**src/rtl/stopwatch_top.sv**
```systemverilog
// Stopwatch MM:SS for the pseudo-terminal; STOP_ON_DESELECT_EN stops the count when deselected.
// Latency: counters update on the tick edge, display is combinational from registers.
// Backpressure: none; go is edge-detected and the display is always valid.
module stopwatch_top #(
    parameter int          TICK_DIV = 100000000,
    parameter logic [10:0] SEL_CODE = 11'b00001000000
) (
    input  logic        clk,
    input  logic        reset,
    input  logic        go,
    input  logic [10:0] op_code,
    output logic [39:0] display
);

    localparam int            PW      = (TICK_DIV > 1) ? $clog2(TICK_DIV) : 1;
    localparam logic [PW-1:0] PRE_MAX = PW'(TICK_DIV - 1);

    logic [PW-1:0] prescaler;
    logic [5:0]    sec;
    logic [5:0]    min;
    logic          run;
    logic          go_d;
    logic          sel;
    logic          go_rise;
    logic          tick;

    assign sel     = (op_code == SEL_CODE);
    assign go_rise = go & ~go_d & sel;
    assign tick    = run & (prescaler == PRE_MAX);

    // Binary value 0..59 rendered as two ASCII digits; digits are < 10 so OR equals add.
    function automatic logic [15:0] two_digits(input logic [5:0] v);
        logic [5:0] t;
        logic [5:0] o;
        t = v / 6'd10;
        o = v % 6'd10;
        return {8'h30 | {2'b00, t}, 8'h30 | {2'b00, o}};
    endfunction

    always_ff @(posedge clk or posedge reset) begin
        if (reset) begin
            run       <= 1'b0;
            prescaler <= '0;
            sec       <= 6'd0;
            min       <= 6'd0;
            go_d      <= 1'b0;
        end else begin
            go_d <= go;
            if (tick) begin
                prescaler <= '0;
                if (sec == 6'd59) begin
                    sec <= 6'd0;
                    min <= (min == 6'd59) ? 6'd0 : min + 6'd1;
                end else begin
                    sec <= sec + 6'd1;
                end
            end else if (run) begin
                prescaler <= prescaler + 1'b1;
            end
            // The tick above already used the pre-edge run, so a same-edge stop still counts it.
`ifdef STOP_ON_DESELECT_EN
            if (!sel)
                run <= 1'b0;
            else if (go_rise)
                run <= ~run;
`else
            if (go_rise)
                run <= ~run;
`endif
        end
    end

    always_comb begin
        display = {5{8'h20}};
        if (sel)
            display = {two_digits(min), 8'h3A, two_digits(sec)};
    end

endmodule

```
**config.mk**
```make
export PLATFORM = sky130hd
export DESIGN_NAME = stopwatch_top
export DESIGN_NICKNAME = d
export VERILOG_FILES = /design/src/rtl/stopwatch_top.sv
export SDC_FILE = /design/constraint.sdc
export NUM_CORES = 1
export LEC_CHECK = 0
export ABC_AREA = 0
export BUFFER_PORTS_ARGS = -buffer_cell sky130_fd_sc_hd__buf_2
export CELL_PAD_IN_SITES_DETAIL_PLACEMENT = 1
export CELL_PAD_IN_SITES_GLOBAL_PLACEMENT = 1
export CORE_MARGIN = 3
export CORE_UTILIZATION = 42
export DETAILED_ROUTE_END_ITERATION = 7
export PLACE_DENSITY = 0.86
export SYNTH_ARGS = -nofsm -noshare
export SYNTH_HDL_FRONTEND = slang
export SYNTH_SLANG_ARGS = --single-unit
export TNS_END_PERCENT = 20
```
**constraint.sdc**
```tcl
create_clock -name clk -period 2.4 [get_ports clk]
set_input_delay 0.24 -clock clk [delete_from_list [all_inputs] [get_ports clk]]
set_output_delay 0.24 -clock clk [all_outputs]
set_load 0.02 [all_outputs]
```
# Word-level counts from Yosys, hierarchy flattened
# Index checks and enable logic that the tools add are counted.
dict set report word_totals {
  ff_bits 41
  input_bits 14
  output_inout_bits 40
  wordCells 28
}
dict set report classes {
  addsub 3
  div_mod_pow 4
  n_eq_ne 4
  n_mux 5
  bitwise_logic 5
  reduce_logical 2
}
# op count
set op_table {}
lappend op_table {{two-way mux 27 bit} 2}
lappend op_table {{two-way mux 37 bit} 1}
lappend op_table {{adder 27 x 1 -> 27 bit, second input constant} 1}
lappend op_table {{equality test 27 bit, second input constant} 1}
lappend op_table {{adder 6 x 1 -> 6 bit, second input constant} 2}
lappend op_table {{divider 6 x 4 -> 6 bit, second input constant} 2}
lappend op_table {{equality test 6 bit, second input constant} 2}
lappend op_table {{modulo 6 x 4 -> 6 bit, second input constant} 2}
lappend op_table {{two-way mux 6 bit} 2}
lappend op_table {{equality test 11 x 7 -> 1 bit, second input constant} 1}
lappend op_table {{bitwise AND 1 bit} 3}
lappend op_table {{NOT 1 bit} 2}
lappend op_table {{AND reduction 2 bit} 1}
lappend op_table {{nonzero test 2 bit} 1}

# Depth between registers and ports, before layout
# Gate-level depths: netlist of the first run.
dict set report depth {
  ltp_word 3
  ltp_mapped 7
}

# Least setup slack after synthesis of the first run
# Ideal clock, no wire load.
dict set report synth_timing {
  kind {flip-flop to output port}
  start {register min[0]}
  end {output port display[25]}
  arrival_time_ns 1.928
  required_ns 2.160
  slack_ns 0.232
  path_stages_with_launch 7
  path_cell_list {dfrtp_1 > inv_1 > ha_1 > or4_1 > and3_1 > o21a_1 > nor3_1}
}
dict set report synth_between {
  elab_chain_cells 2
}
# element line_no
set synth_lines {}
lappend synth_lines {{start: declaration} 20} ;# logic [5:0] min;
lappend synth_lines {{start signal: assignment} 53} ;# min <= (min == 6'd59) ? 6'd0 : min + 6'd1;
lappend synth_lines {{modulo 6 x 4 -> 6 bit} 36} ;# o = v % 6'd10;
lappend synth_lines {{two-way mux 37 bit} 75} ;# if (sel)
lappend synth_lines {{end: declaration} 12} ;# output logic [39:0] display
# No other way between the ends.

# Worst setup path in the final report of the first run
# Same ends and word-level chain as after synthesis.

==> impl_metrics.env, run 1 <==
export IMPL_critPathBufInv=2
export IMPL_setup_violations=0
export IMPL_outcome="finished clean"
export IMPL_die_h_um=88.8
export IMPL_dieArea_um2=7890
export IMPL_critical_path_arrival_ns=2.05
export IMPL_grt_max_degree=42
export IMPL_portBuffers=34
export IMPL_fin_nets=379
export IMPL_path_delay_family="simple AND/OR/NAND/NOR gates"
export IMPL_ff2ff_setup_slack_ns=0.24
export IMPL_r2r_start="prescaler[8]"
export IMPL_drv_slew=0
export IMPL_internal_power_mw=0.968
export IMPL_num_rows=29
export IMPL_drc_errors=0
export IMPL_clkLatencyLatePin_ns=0.29
export IMPL_power_frac_comb_pct=4.7
export IMPL_dp_hpwl_mm=4.72
export IMPL_fin_crit_ns=2.29
export IMPL_worst_r2r_endpoint="sec[2]"
export IMPL_numCtsBuffers=5
export IMPL_worst_ep_required_time_ns=2.16
export IMPL_fin_crit_sh_pct=95.5
export IMPL_core_um2=6490
export IMPL_most_common_layout_cells="39 x dfrtp_1, 36 x nor2_1, 33 x buf_2"
export IMPL_pre_cts_slack_ns=0.232
export IMPL_place_gp_congestion=0.842
export IMPL_maxCapViolCount=0
export IMPL_htree_levels=2
export IMPL_worstMarginPinSlew_ns=0.613
export IMPL_finalWirelength_mm=6.57
export IMPL_final_hold_violation_count=0
export IMPL_synth_edf_count=0
export IMPL_p_leak_nw=1.45
export IMPL_slew_headroom_pct=58.5
export IMPL_yosys_top_cells_area="dfrtp_1 36%, buf_4 7.0%, xor2_1 5.5%"
export IMPL_worst_slack_ns=0.109
export IMPL_ys_seq_area_share_pct=35.6
export IMPL_cts_tree="built"
export IMPL_crit_path_start_kind="flip-flop"
export IMPL_synth_top_area_share_pct=35.6
export IMPL_avgRoutedWirePerCell_um=15.1
export IMPL_peakVddDrop_v=0.000258
export IMPL_syn_area_per_cell_um2=8.90
export IMPL_finalClockSkew_ns=0.00662
export IMPL_fmax_mhz=436
export IMPL_syn_cell_area_um2=2880
export IMPL_critPathKind="flip-flop to primary output"
export IMPL_synth_ff_type="dfrtp_1"
export IMPL_switching_share_pct=23.1
export IMPL_ys_async_sr_fraction_pct=100
export IMPL_path_clk_slew_ns=0.08
export IMPL_dr_total_vias=2372
export IMPL_synth_seq_cells=41
export IMPL_start_util_pct=44.4
export IMPL_io_pins=54
export IMPL_ff2ff_path_depth=5
export IMPL_holdWs_ns=0.0530
export IMPL_viasPerCell=5.44
export IMPL_min_path_type="input pin to async pin"
export IMPL_crit_path_top_delay_cell="or4_1"
export IMPL_drt_iter0_markers=140
export IMPL_cpPeakStageDelay_ns=0.47
export IMPL_cp_end_kind="primary output"
export IMPL_grt_pass1_vias=2382
export IMPL_final_common_cell="dfrtp_1"
export IMPL_p_seq_share_pct=55.6
export IMPL_crit_fanout=3
export IMPL_cts_num_sinks=41
export IMPL_yosysWarnings=0
export IMPL_netlist_instances=324
export IMPL_antenna_diode_count=0
export IMPL_final_util_pct=48.6
export IMPL_antenna_found_initial=0
export IMPL_n_fill_cell=779
export IMPL_p_clk_share_pct=39.7
export IMPL_area_growth_pct=9.46
export IMPL_die_width_um=88.8
export IMPL_power_density_nw_per_um2=399
export IMPL_first_pass_iters=4
export IMPL_ant_nets=0
export IMPL_worstPathCellList="inv_1, ha_2, or4_1, and3_4, o21a_1, nor3_2, buf_4"
export IMPL_ys_types=60
export IMPL_overflow=0
export IMPL_drive_gt1_share_pct=22.3
export IMPL_power_switching_mw=0.290
export IMPL_clockRootBuffer="clkbuf_8"
export IMPL_synth_top_area_cell="dfrtp_1"
export IMPL_grt_usage_pct=17.8
export IMPL_cts_buffer_depth=2
export IMPL_grt_pass1_wl_mm=11.1
-- power by group through the flow --
stage | sequential, mW | clock, mW | combinational (mW)
global route | 0.700 | 0.547 | 0.0666
CTS | 0.700 | 0.513 | 0.0605
detailed placement | 0.714 | 0 | 0.0605
floorplan | 0.712 | 0 | 0.0676
global placement | 0.714 | 0 | 0.0595
finish | 0.700 | 0.500 | 0.0594
-- kinds of logic (layout without fill, tap and decap cells) --
| family | Yosys count | count (layout) | synth area share [%] |
|---|---|---|---|
| xor+xnor | 28 | 28 | 8.51 |
| buf+inv | 53 | 71 | 12.1 |
| fa+ha+maj | 8 | 8 | 3.39 |
| other cells | 2 | 19 | 0.261 |
| mux | 4 | 4 | 1.82 |
| flops | 41 | 41 | 35.6 |
| compound gates | 47 | 47 | 10.5 |
| simple gates | 141 | 141 | 27.8 |
-- what timing repair did --
action                     4_1_cts  5_1_grt
resized for setup                0        7
setup endpoints to repair        1        2
setup buffers                    2        1
hold buffers                     0        0
-- worst register-to-register path, cell delays in order, from the launching register on --
cell and delay [ns]:
dfrtp_1 0.43, or4b_4 0.57, nor4_4 0.33, and3_4 0.32, nand2_1 0.11, mux2_4 0.30
-- routing by layer --
| metal | track usage (%) | part of all wire (%) |
|---|---|---|
| met1 | 21.8 | 44 |
| met5 | 0 | 0 |
| met2 | 31.0 | 49 |
| met3 | 3.63 | 4.8 |
| met4 | 5.91 | 1.7 |
-- stage by stage --
| step | power (mW) | cells | instance area, µm² | setup TNS [ns] |
|---|---|---|---|---|
| after CTS | 1.27 | 435 | 3130 | 0 |
| final | 1.26 | 436 | 3160 | 0 |
| after detailed placement | 0.774 | 425 | 3010 | 0 |
| after global routing | 1.31 | 436 | 3160 | -0.0143 |
| after floorplan | 0.780 | 341 | 2950 | 0 |
| after global placement | 0.773 | 425 | 3010 | 0 |
-- final cells by class --
cell class | count | area (µm²) | share of cell area (%)
Timing Repair Buffer | 51 | 300 | 9.52
Multi-Input combinational cell | 247 | 1580 | 50.2
Inverter | 12 | 45.0 | 1.43
Tap cell | 77 | 96.3 | 3.05
Sequential cell | 41 | 1030 | 32.6
Clock inverter | 1 | 5.00 | 0.159
Clock buffer | 7 | 96.3 | 3.05
-- synthesized netlist by cell type (all sizes together), types with 2 or more instances --
cell / count
nor2: 36
mux2: 4
nor4: 6
nand2b: 5
xor2: 18
inv: 12
nand3: 20
clkbuf: 12
or4: 2
nand2: 20
and3: 7
dfrtp: 41
buf: 29
and4: 2
ha: 7
conb: 2
o211ai: 2
a311oi: 3
nor3: 13
nand4: 12
nor4b: 3
or3: 2
o31ai: 3
a21oi: 7
xnor2: 10
nor2b: 6
nor3b: 2
nand3b: 2
o21ai: 18
a211oi: 2
-- flip-flops by register name, indices dropped and copies added (netlist names) --
| signal | count |
|---|---|
| go_d | 1 |
| min | 6 |
| sec | 6 |
| run | 1 |
| prescaler | 27 |
-- worst max path at each step --
stage / from / to / slack [ns] / cells past startpoint
2_1_floorplan: min[0] / display[25] / 0.23 / 6
3_3_place_gp: prescaler[8] / sec[2] / 0.31 / 5
3_5_place_dp: prescaler[8] / sec[2] / 0.23 / 5
4_1_cts: min[0] / display[25] / 0.001 / 7
6_report: min[0] / display[25] / 0.11 / 7
5_1_grt: min[5] / display[27] / -0.01 / 5
Note: power is estimated with default switching activity, not from simulation.
==> inputs of run 2 (changes only) <==
ABC_AREA = 1   (was 0)
CORE_UTILIZATION = 41   (was 42)
CTS_BUF_LIST = sky130_fd_sc_hd__clkbuf_16   (was unset)
clock period = 2.2 ns   (was 2.4 ns; I/O delays follow)
==> impl_metrics.env, run 2 <==
export IMPL_fin_crit_sh_pct=98.0
export IMPL_start_util_pct=43.8
export IMPL_drive_gt1_share_pct=24.6
export IMPL_setup_violations=0
export IMPL_fin_crit_ns=2.16
export IMPL_finalWirelength_mm=9.22
export IMPL_crit_path_start_kind="flip-flop"
export IMPL_area_growth_pct=13.6
export IMPL_synth_ff_type="dfrtp_1"
export IMPL_crit_path_top_delay_cell="dfrtp_2"
export IMPL_overflow=0
export IMPL_portBuffers=34
export IMPL_place_gp_congestion=0.848
export IMPL_io_pins=54
export IMPL_min_path_type="input pin to flip-flop"
export IMPL_avgRoutedWirePerCell_um=15.7
export IMPL_netlist_instances=450
export IMPL_core_um2=7490
export IMPL_design_area_um2=3720
export IMPL_syn_area_per_cell_um2=7.28
export IMPL_power_density_nw_per_um2=517
export IMPL_cts_num_sinks=41
export IMPL_ant_nets=0
export IMPL_path_delay_family="simple AND/OR/NAND/NOR gates"
export IMPL_grt_pass1_wl_mm=14.5
export IMPL_numPlacedInstances=567
export IMPL_dieArea_um2=9100
export IMPL_maxCapViolCount=0
export IMPL_top_regs="prescaler (27), min (6), sec (6)"
export IMPL_synth_top_area_cell="dfrtp_1"
export IMPL_clkLatencyLatePin_ns=0.28
export IMPL_ys_seq_area_share_pct=31.3
export IMPL_place_area_um2=3400
export IMPL_most_common_layout_cells="82 x nand2_1, 52 x inv_1, 42 x nor2_1"
export IMPL_holdWs_ns=0.0634
export IMPL_fin_nets=508
export IMPL_htree_levels=2
export IMPL_critPathBufInv=3
export IMPL_path_clk_slew_ns=0.05
export IMPL_fmax_mhz=464
export IMPL_outcome="finished clean"
export IMPL_worstPathCellList="inv_4, nand3_4, a21oi_4, inv_1, nand3_1, nand2_2, nand4_1, nand2_1, nor2_1, buf_4"
export IMPL_rsz0062_at_grt="yes"
export IMPL_n_fill_cell=983
export IMPL_ys_types=47
export IMPL_seq_area_um2=1030
export IMPL_grt_usage_pct=20.0
export IMPL_p_leak_nw=1.76
export IMPL_viasPerCell=5.28
export IMPL_fin_cells=586
export IMPL_ys_async_sr_fraction_pct=100
export IMPL_grt_pass1_vias=3097
export IMPL_pre_cts_slack_ns=0.261
export IMPL_cts_tree="built"
export IMPL_clockRootBuffer="clkbuf_16"
export IMPL_synth_most_common_cell="nand2_1"
export IMPL_peakVddDrop_v=0.000283
export IMPL_dp_hpwl_mm=6.70
export IMPL_tns_ns=0
export IMPL_grt_max_degree=42
export IMPL_largest_reg_flops=27
export IMPL_syn_cell_area_um2=3280
export IMPL_finalClockSkew_ns=0.00318
export IMPL_antenna_found_initial=0
export IMPL_antenna_diode_count=0
export IMPL_worstMarginPinSlew_ns=0.536
export IMPL_worst_ep_required_time_ns=1.98
export IMPL_ys_top_cells_by_count="84 x nand2_1, 53 x inv_1, 42 x nor2_1"
export IMPL_numCtsBuffers=5
export IMPL_critical_path_arrival_ns=1.94
export IMPL_drv_slew=0
export IMPL_cp_end_kind="primary output"
export IMPL_die_width_um=95.4
export IMPL_final_util_pct=49.7
export IMPL_drt_iter0_markers=102
export IMPL_crit_fanout=6
export IMPL_regMostFlops="prescaler"
export IMPL_synth_top_area_share_pct=31.3
export IMPL_num_rows=31
export IMPL_first_pass_iters=4
export IMPL_cts_buffer_depth=2
export IMPL_synth_edf_count=0
export IMPL_die_h_um=95.4
export IMPL_p_total_mw=1.93
export IMPL_yosys_top_cells_area="dfrtp_1 31%, nand2_1 9.6%, buf_4 6.2%"
export IMPL_cpPeakStageDelay_ns=0.47
export IMPL_final_hold_violation_count=0
export IMPL_multiInputGateArea_um2=1880
export IMPL_worst_slack_ns=0.0436
export IMPL_final_common_cell="nand2_1"
export IMPL_yosysWarnings=0
export IMPL_drc_errors=0
export IMPL_critPathKind="flip-flop to primary output"
export IMPL_hold_buffers=0
export IMPL_synth_seq_cells=41
export IMPL_slew_headroom_pct=64.3
export IMPL_dr_total_vias=3097
[run 2: cell types whose count changed after synthesis, sizes merged, moves of 5 or more]
cell / delta
o21ai: +5
a21oi: +13
xnor2: -8
clkbuf: -10
and3: -7
inv: +49
nand4: +6
nand3: +23
buf: +6
nand2: +74
nor2: +11
nand2b: -5
nor2b: -6
[run 2: cells by family after synthesis]
logic type | count (synthesis) | share of synthesized area (%)
other cells | 2 | 0.229
simple gates | 231 | 36.6
fa+ha+maj | 7 | 2.67
xor+xnor | 17 | 4.54
flops | 41 | 31.3
compound gates | 51 | 9.16
buf+inv | 101 | 15.5
[run 2: per-layer routing]
layer / wire length (µm) / part of all wire (%) / global-route usage [%]
met1: 4000 / 43 / 25.1
met2: 4820 / 52 / 36.3
met3: 273 / 3.0 / 2.45
met4: 130 / 1.4 / 4.74
met5: 0 / 0 / 0
[run 2: cell type report]
class	instances	share of cell area, %
Clock inverter	2	0.202
Inverter	64	6.82
Timing Repair Buffer	50	8.06
Clock buffer	5	3.36
Sequential cell	41	27.8
Tap cell	99	3.33
Multi-Input combinational cell	325	50.4
[run 2: worst reg2reg max path, cell delays in order, from the launching register on]
cell	delay, ns
dfrtp_1	0.46
ha_1	0.24
inv_1	0.06
nor2_1	0.13
nand4_1	0.22
clkinv_1	0.26
nand3_1	0.18
o21ai_1	0.16
inv_1	0.05
[run 2: final timing paths]
check	end	startpoint	slack, ns	cells past startpoint
worst min-delay path	go_d	go	0.06	1
min in group asynchronous	prescaler[0]	reset	0.07	3
worst max register to register	min[0]	sec[1]	0.34	8
max in group asynchronous	min[4]	reset	1.71	3
worst min register to register	prescaler[6]	prescaler[6]	0.55	2
worst max-delay path	display[2]	sec[3]	0.04	10
[run 2: where the power goes]
part,total (mW),switching [mW],internal [mW],leakage (nW)
registers,0.898,0.0765,0.822,0.535
logic,0.354,0.243,0.111,1.15
clock network,0.675,0.269,0.405,0.0685
[run 2: what timing repair did]
action / CTS / global route
endpoints found under the setup margin: 3 / 7
buffers inserted: 0 / 12
pin swaps: 0 / 3
gates resized for setup: 3 / 27
